File: config.mk
export PLATFORM = sky130hd
export DESIGN_NAME = stringgen_tx
export DESIGN_NICKNAME = d
export VERILOG_FILES = /design/src/rtl/stringgen_tx.sv
export SDC_FILE = /design/constraint.sdc
export NUM_CORES = 1
export LEC_CHECK = 0
export CAP_MARGIN = 20
export CORE_MARGIN = 8
export CORE_UTILIZATION = 55
export CTS_CLUSTER_DIAMETER = 30
export DETAILED_ROUTE_END_ITERATION = 6
export PLACE_DENSITY = 0.84
export SLEW_MARGIN = 40
export SYNTH_ARGS = -nofsm -noshare
export SYNTH_HDL_FRONTEND = slang
export SYNTH_SLANG_ARGS = --single-unit
File: constraint.sdc
create_clock -name clk -period 2.77 [get_ports clk]
set_input_delay 0.277 -clock clk [delete_from_list [all_inputs] [get_ports clk]]
set_output_delay 0.277 -clock clk [all_outputs]
set_load 0.02 [all_outputs]
File: src/rtl/stringgen_tx.sv
// Serial bit-string transmitter: latches a switch-bank pattern and shifts it out
// MSB-first over a valid/ready handshake, with repeat, abort and a sent-bit counter.
module stringgen_tx #(
  parameter int unsigned WIDTH = 16,
  parameter int unsigned LEN_W = 5
) (
  input  logic             clk,
  input  logic             clr_n,
  input  logic             start,
  input  logic             halt,
  input  logic             repeat_mode,
  input  logic [WIDTH-1:0] pattern,
  input  logic [LEN_W-1:0] len,
  output logic             bit_out,
  output logic             bit_valid,
  input  logic             bit_ready,
  output logic             busy,
  output logic             done,
  output logic [15:0]      sent_count
);

  typedef enum logic [1:0] {
    S_IDLE = 2'd0,
    S_SEND = 2'd1,
    S_DONE = 2'd2
  } state_t;

  state_t             state_q, state_d;
  logic [WIDTH-1:0]   shreg_q, shreg_d;
  logic [WIDTH-1:0]   shadow_q, shadow_d;
  logic [LEN_W-1:0]   idx_q, idx_d;
  logic [LEN_W-1:0]   len_lat_q, len_lat_d;
  logic [15:0]        cnt_q, cnt_d;
  logic               bit_out_q, bit_out_d;
  logic               valid_q, valid_d;
  logic               busy_q, busy_d;
  logic               done_q, done_d;

  logic [LEN_W-1:0]   len_eff;
  logic [WIDTH-1:0]   loaded;
  logic               xfer;

  always_comb begin
    len_eff = ((len == '0) || (len > LEN_W'(WIDTH))) ? LEN_W'(WIDTH) : len;
    // Left-justify so the first bit to send always sits at the MSB.
    loaded  = pattern << (LEN_W'(WIDTH) - len_eff);
    xfer    = (state_q == S_SEND) && valid_q && bit_ready;
  end

  always_comb begin
    state_d   = state_q;
    shreg_d   = shreg_q;
    shadow_d  = shadow_q;
    idx_d     = idx_q;
    len_lat_d = len_lat_q;
    cnt_d     = cnt_q;
    bit_out_d = bit_out_q;
    valid_d   = valid_q;
    busy_d    = busy_q;
    done_d    = 1'b0;

    // A transfer on the abort edge still counts.
    if (xfer && (cnt_q != 16'hFFFF)) begin
      cnt_d = cnt_q + 16'd1;
    end

    case (state_q)
      S_IDLE: begin
        if (start && !halt) begin
          shadow_d  = loaded;
          shreg_d   = loaded;
          idx_d     = len_eff;
          len_lat_d = len_eff;
          bit_out_d = loaded[WIDTH-1];
          valid_d   = 1'b1;
          busy_d    = 1'b1;
          state_d   = S_SEND;
        end
      end
      S_SEND: begin
        if (halt) begin
          state_d   = S_IDLE;
          valid_d   = 1'b0;
          busy_d    = 1'b0;
          bit_out_d = 1'b0;
        end else if (xfer) begin
          if (idx_q == LEN_W'(1)) begin
            if (repeat_mode) begin
              shreg_d   = shadow_q;
              idx_d     = len_lat_q;
              bit_out_d = shadow_q[WIDTH-1];
            end else begin
              state_d   = S_DONE;
              valid_d   = 1'b0;
              busy_d    = 1'b0;
              bit_out_d = 1'b0;
              done_d    = 1'b1;
            end
          end else begin
            shreg_d   = shreg_q << 1;
            idx_d     = idx_q - LEN_W'(1);
            bit_out_d = shreg_q[WIDTH-2];
          end
        end
      end
      S_DONE: begin
        state_d = S_IDLE;
      end
      default: begin
        state_d   = S_IDLE;
        valid_d   = 1'b0;
        busy_d    = 1'b0;
        bit_out_d = 1'b0;
      end
    endcase
  end

  always_ff @(posedge clk or negedge clr_n) begin
    if (!clr_n) begin
      state_q   <= S_IDLE;
      shreg_q   <= '0;
      shadow_q  <= '0;
      idx_q     <= '0;
      len_lat_q <= '0;
      cnt_q     <= '0;
      bit_out_q <= 1'b0;
      valid_q   <= 1'b0;
      busy_q    <= 1'b0;
      done_q    <= 1'b0;
    end else begin
      state_q   <= state_d;
      shreg_q   <= shreg_d;
      shadow_q  <= shadow_d;
      idx_q     <= idx_d;
      len_lat_q <= len_lat_d;
      cnt_q     <= cnt_d;
      bit_out_q <= bit_out_d;
      valid_q   <= valid_d;
      busy_q    <= busy_d;
      done_q    <= done_d;
    end
  end

  assign bit_out    = bit_out_q;
  assign bit_valid  = valid_q;
  assign busy       = busy_q;
  assign done       = done_q;
  assign sent_count = cnt_q;

endmodule

==> results.sh, run 1 <==
export IMPL_synth_top_flop_cell="dfrtp_1"
export IMPL_grt_pass1_wl_um=17800
export IMPL_end_kind="flip-flop"
export IMPL_yosys_warnings=0
export IMPL_synth_cell_area_um2=3910
export IMPL_multi_input_area_um2=2260
export IMPL_drc=0
export IMPL_die_area_um2=10100
export IMPL_period_minus_slack_ps=2630
export IMPL_core_area_um2=6830
export IMPL_skew_ps=15.0
export IMPL_ys_seq_area_frac=0.397
export IMPL_synth_edf_count=0
export IMPL_yosys_area_top_type_share=0.397
export IMPL_num_rows=30
export IMPL_crit_type="in2reg"
export IMPL_io_pins=47
export IMPL_cp_max_fo=6
export IMPL_drt_total_wl_um=10400
export IMPL_synth_top_area_cell="dfrtp_1"
export IMPL_min_path_type="in2async"
export IMPL_numPortBuffers=46
export IMPL_max_freq_mhz=380
export IMPL_ir_drop_mv=0.365
export IMPL_period_share=0.951
export IMPL_cap_violations=0
export IMPL_area_growth_pct=26.8
export IMPL_powerDensity_nw_per_um2=800
export IMPL_fin_tns_setup_ps=0
export IMPL_synth_cells=445
export IMPL_async_reset_ff_frac=1.00
export IMPL_slew_violations=0
export IMPL_arrival_ps=2850
export IMPL_dpl_hpwl_um=7440
export IMPL_clkTransAtPathRegs_ps=80
export IMPL_grt_pass1_vias=3781
export IMPL_die_w_um=100
export IMPL_nFillCells=520
export IMPL_grt_max_degree=39
export IMPL_start_kind="primary input"
export IMPL_fp_dieH_um=100
export IMPL_root_buffer="clkbuf_8"
export IMPL_antenna_found_initial=0
export IMPL_cts_max_level=3
export IMPL_layout_drive_gt1_share=0.174
export IMPL_routedWlPerCell_um=17.0
export IMPL_design_area_um2=4960
export IMPL_cts_sinks=62
export IMPL_ant_nets=0
export IMPL_outcome="finished clean"
export IMPL_drtIter0Drc=312
export IMPL_fin_nets=544
export IMPL_rsz0062_at_grt="no"
export IMPL_cts_tree="built"
export IMPL_p_leak_nw=2.13
export IMPL_required_ps=2990
export IMPL_clock_latency_ps=350
export IMPL_register_area_um2=1550
export IMPL_avgSynthCellArea_um2=8.79
export IMPL_finalHoldViolations=0
export IMPL_vias=3747
export IMPL_slew_headroom=0.509
export IMPL_yosysUniqueCellTypes=68
export IMPL_cts_buffers=9
export IMPL_clk_path_buf_depth=2
export IMPL_grt_remaining_overflow=0
export IMPL_placed_area_um2=4700
export IMPL_vias_per_cell=6.11
export IMPL_syn_nets=477
export IMPL_yosys_top_cells_area="dfrtp_1 (40%), nand2_1 (7.4%), a21oi_1 (4.2%)"
export IMPL_ys_seq_elements=62
export IMPL_detail_route_first_pass_iterations=6
export IMPL_finalHoldWorstSlack_ps=390
export IMPL_timing_final_ws_setup_ps=137
export IMPL_post_place_ws_ps=-478
export IMPL_track_usage=0.218
export IMPL_start_util=0.573
export IMPL_finalSetupViolCount=0
export IMPL_place_congestion=0.886
export IMPL_max_slew_worst_pin_slew_ps=736
export IMPL_num_antenna_cells=0
==> final timing paths <==
| kind | start | endpoint | slack, ps | cells after the start |
|---|---|---|---|---|
| setup / recovery | len[2] | shreg_q[13] | 140 | 14 |
| min in group clk | shadow_q[1] | shadow_q[1] | 490 | 2 |
| hold / removal | clr_n | sent_count[1] | 390 | 2 |
| setup reg to reg | idx_q[1] | shadow_q[15] | 340 | 8 |
| max in group asynchronous | clr_n | shadow_q[15] | 1650 | 3 |
| hold reg to reg | shadow_q[1] | shadow_q[1] | 490 | 2 |
==> placed cells by master (no fill, tap or decap), types with 9 or more instances in the layout <==
cell type and instances:
nand2_1 77, dfrtp_1 62, clkdlybuf4s50_1 42, buf_4 39, a21oi_1 31, nand3_1 25, o21ai_1 25, nor2_1 24
mux2i_1 16, xnor2_1 13, a31oi_1 9, clkbuf_8 9
==> where the power goes <==
part / total, W / leakage [nW] / internal (W) / switching, W
logic: 0.00166 / 1.20 / 0.000709 / 0.000950
clock network: 0.000892 / 0.110 / 0.000509 / 0.000383
registers: 0.00142 / 0.814 / 0.00119 / 0.000229
==> through the flow <==
step | total power, W | std cells | utilization
6_report | 0.00397 | 613 | 0.726
5_1_grt | 0.00421 | 613 | 0.726
4_1_cts | 0.00395 | 613 | 0.726
3_5_place_dp | 0.00303 | 595 | 0.688
3_3_place_gp | 0.00296 | 595 | 0.688
2_1_floorplan | 0.00251 | 445 | -
==> flip-flops by register name (all words and copies together) (netlist names) <==
signal      count
shadow_q       16
sent_count     16
busy            1
state_q         2
len_lat_q       5
idx_q           5
done            1
shreg_q        15
bit_out         1
==> cell usage after synthesis (all sizes together), types with 3 or more instances <==
library cell,instances
and3,4
nand3,25
o22ai,3
nor2b,5
buf,18
mux2i,16
inv,10
dfrtp,62
nor2,24
nor3,8
xnor2,16
nand4,6
nor4,4
ha,5
o21ai,33
mux2,5
a22oi,3
xor2,3
nand2b,8
or2,4
nand2,77
a211oi,3
clkbuf,13
a21oi,34
mux4,7
a31oi,9
o211ai,3
==> worst max-delay path: stages <==
cell and delay [ps]:
dlygate4sd2_1 260, nor3_4 220, nand2b_1 130, ha_4 290, and2b_1 190, inv_2 70
ha_4 220, buf_6 130, buf_4 110, a21oi_1 50, o32a_1 310, a22o_1 250
a22oi_2 220, o21ai_1 110
==> kinds of logic (layout without fill, tap and decap cells) <==
group	count (synthesis)	after routing	share of synthesized area
simple gates	178	178	0.216
fa+ha+maj	5	5	0.0160
buf+inv	42	114	0.0509
mux	28	28	0.0966
xor+xnor	19	19	0.0464
flops	62	62	0.397
compound gates	111	111	0.178
==> cell type report <==
cell class / count / share of cell area
multi-input cells: 341 / 0.455
flip-flops and latches: 62 / 0.313
repair buffers: 87 / 0.154
clock buffers: 9 / 0.0250
well taps: 96 / 0.0242
clock inverters: 7 / 0.0192
inverters: 11 / 0.00934
==> timing repair <==
item	CTS	global route
resized for setup	10	0
setup buffers	1	0
hold buffers	1	0
endpoints found under the hold margin	17	0
setup endpoints to repair	19	0
==> per-layer routing <==
layer | up-vias | share of wire | track usage
li1 | 1732 | - | -
met1 | 1825 | 0.42 | 0.261
met2 | 162 | 0.49 | 0.366
met3 | 28 | 0.059 | 0.0436
met4 | 0 | 0.026 | 0.102
met5 | - | 0 | 0
Note: power is estimated with default switching activity, not from simulation.
==> run 2: changes to the inputs <==
Settings changed: GPL_TIMING_DRIVEN from default to 0.
Clock period 2.77 ns to 2.7 ns, I/O delays scaled along.
==> run 2 against run 1 <==
Cell area increased by 0.93%; register-to-register slack got worse by 30 ps; via count down 0.88%; sequential power about the same; sequential share of layout area shrank 0.29 points; final cell count is 0.33% lower; clock-buffer cell count is the same; wire length is 3.5% higher; die area did not move; combinational power increased by 7%; critical endpoint is now bit_out; highest routed layer unchanged.
==> results.sh, run 2 (synthesis results as in run 1) <==
export IMPL_outcome="finished clean"
export IMPL_net_switching_power_w=0.00162
export IMPL_p_leak_nw=2.12
export IMPL_fin_cells=611
export IMPL_max_slew_worst_pin_slew_ps=561
export IMPL_min_path_type="in2reg"
export IMPL_fin_nets=542
export IMPL_rsz0062_at_grt="no"
export IMPL_detail_route_first_pass_iterations=5
export IMPL_cts_buffers=9
export IMPL_root_buffer="clkbuf_8"
export IMPL_arrival_ps=2900
export IMPL_powerDensity_nw_per_um2=836
export IMPL_cts_max_level=3
export IMPL_clk_path_buf_depth=2
export IMPL_routedWlPerCell_um=17.7
export IMPL_power_share_switching=0.387
export IMPL_slew_violations=0
export IMPL_layout_drive_gt1_share=0.171
export IMPL_dpl_cell_count=588
export IMPL_grt_remaining_overflow=0
export IMPL_final_cell_mix="nand2_1 (77), dfrtp_1 (62), clkdlybuf4s50_1 (40), a21oi_1 (31), o21ai_1 (27)"
export IMPL_dpl_hpwl_um=7800
export IMPL_numPortBuffers=46
export IMPL_required_ps=2980
export IMPL_clock_latency_ps=340
export IMPL_max_freq_mhz=381
export IMPL_drc=0
export IMPL_die_w_um=100
export IMPL_start_util=0.573
export IMPL_crit_type="in2reg"
export IMPL_cp_max_fo=8
export IMPL_antenna_found_initial=0
export IMPL_final_common_cell="nand2_1"
export IMPL_end_kind="flip-flop"
export IMPL_drt_total_wl_um=10800
export IMPL_ant_nets=0
export IMPL_drtIter0Drc=287
export IMPL_core_area_um2=6830
export IMPL_finalHoldWorstSlack_ps=225
export IMPL_skew_ps=7.07
export IMPL_num_antenna_cells=0
export IMPL_clkTransAtPathRegs_ps=70
export IMPL_fp_dieH_um=100
export IMPL_slew_headroom=0.626
export IMPL_placed_area_um2=4600
export IMPL_vias=3714
export IMPL_p_int_w=0.00256
export IMPL_ir_drop_mv=0.337
export IMPL_pwr_share_seq=0.344
export IMPL_grt_pass1_wl_um=17700
export IMPL_finalHoldViolations=0
export IMPL_start_kind="primary input"
export IMPL_vias_per_cell=6.08
export IMPL_track_usage=0.219
export IMPL_die_area_um2=10100
export IMPL_num_rows=30
export IMPL_fin_util=0.733
export IMPL_cts_tree="built"
export IMPL_period_share=0.973
export IMPL_design_area_um2=5000
export IMPL_clkPwrFrac=0.233
export IMPL_finalSetupViolCount=0
export IMPL_pwr_share_comb=0.423
export IMPL_cap_violations=0
export IMPL_area_growth_pct=28.0
export IMPL_grt_max_degree=40
export IMPL_place_congestion=0.918
export IMPL_finalPower_w=0.00418
export IMPL_grt_pass1_vias=3654
export IMPL_io_pins=47
export IMPL_period_minus_slack_ps=2630
export IMPL_cts_sinks=62
## run 2: power groups by stage
stage | clock network [W] | registers (W) | logic, W
after floorplan | 0 | 0.00145 | 0.00113
after global placement | 0 | 0.00143 | 0.00162
after detailed placement | 0 | 0.00144 | 0.00167
after CTS | 0.000984 | 0.00143 | 0.00171
after global routing | 0.00102 | 0.00147 | 0.00194
final | 0.000976 | 0.00144 | 0.00177
## run 2: timing repair
action / 4_1_cts / 5_1_grt
hold endpoints to repair: 23 / 0
pin swaps: 5 / 11
endpoints found under the setup margin: 32 / 28
gates resized for setup: 27 / 22
hold buffers: 1 / 0
buffers inserted: 7 / 2
## run 2: worst paths after layout
path	cells past startpoint	from	slack, ps	to
worst min-delay path	3	len[2]	220	len_lat_q[2]
worst min register to register	2	shadow_q[3]	480	shadow_q[3]
min in group asynchronous	2	clr_n	370	state_q[1]
worst max register to register	9	idx_q[1]	310	idx_q[4]
max in group asynchronous	3	clr_n	1820	sent_count[2]
worst max-delay path	14	len[1]	70	bit_out
## run 2: cell type report
| cell class | count | area, um^2 |
|---|---|---|
| plain buffers | 28 | 169 |
| multi-input cells | 341 | 2320 |
| clock buffers | 9 | 124 |
| clock inverters | 7 | 113 |
| inverters | 11 | 50.0 |
| flip-flops and latches | 62 | 1550 |
| repair buffers | 57 | 553 |
| well taps | 96 | 120 |
| fillers | 512 | 1830 |
## run 2: worst max-delay path, cell delays in order
cell and delay, ps:
buf_4 130, nor3_4 220, nand2b_4 80, ha_4 300, and2b_1 200, inv_2 120
ha_4 160, buf_12 130, inv_6 50, xnor2_4 180, mux4_2 560, o21bai_4 190
o211ai_2 100, and3_1 190
## run 2: stage by stage
stage	setup slack (ps)	TNS (ps)
3_3_place_gp	-1160	-64390
4_1_cts	11.3	0
3_5_place_dp	-1240	-34650
6_report	73.5	0
5_1_grt	13.0	0
2_1_floorplan	-121	-1080
## run 2: per-layer routing
| layer | track usage | wire length (um) | vias to the layer above |
|---|---|---|---|
| met2 | 0.363 | 5340 | 175 |
| li1 | - | - | 1732 |
| met5 | 0 | 0 | - |
| met4 | 0.107 | 312 | 0 |
| met3 | 0.0595 | 784 | 27 |
| met1 | 0.255 | 4360 | 1780 |
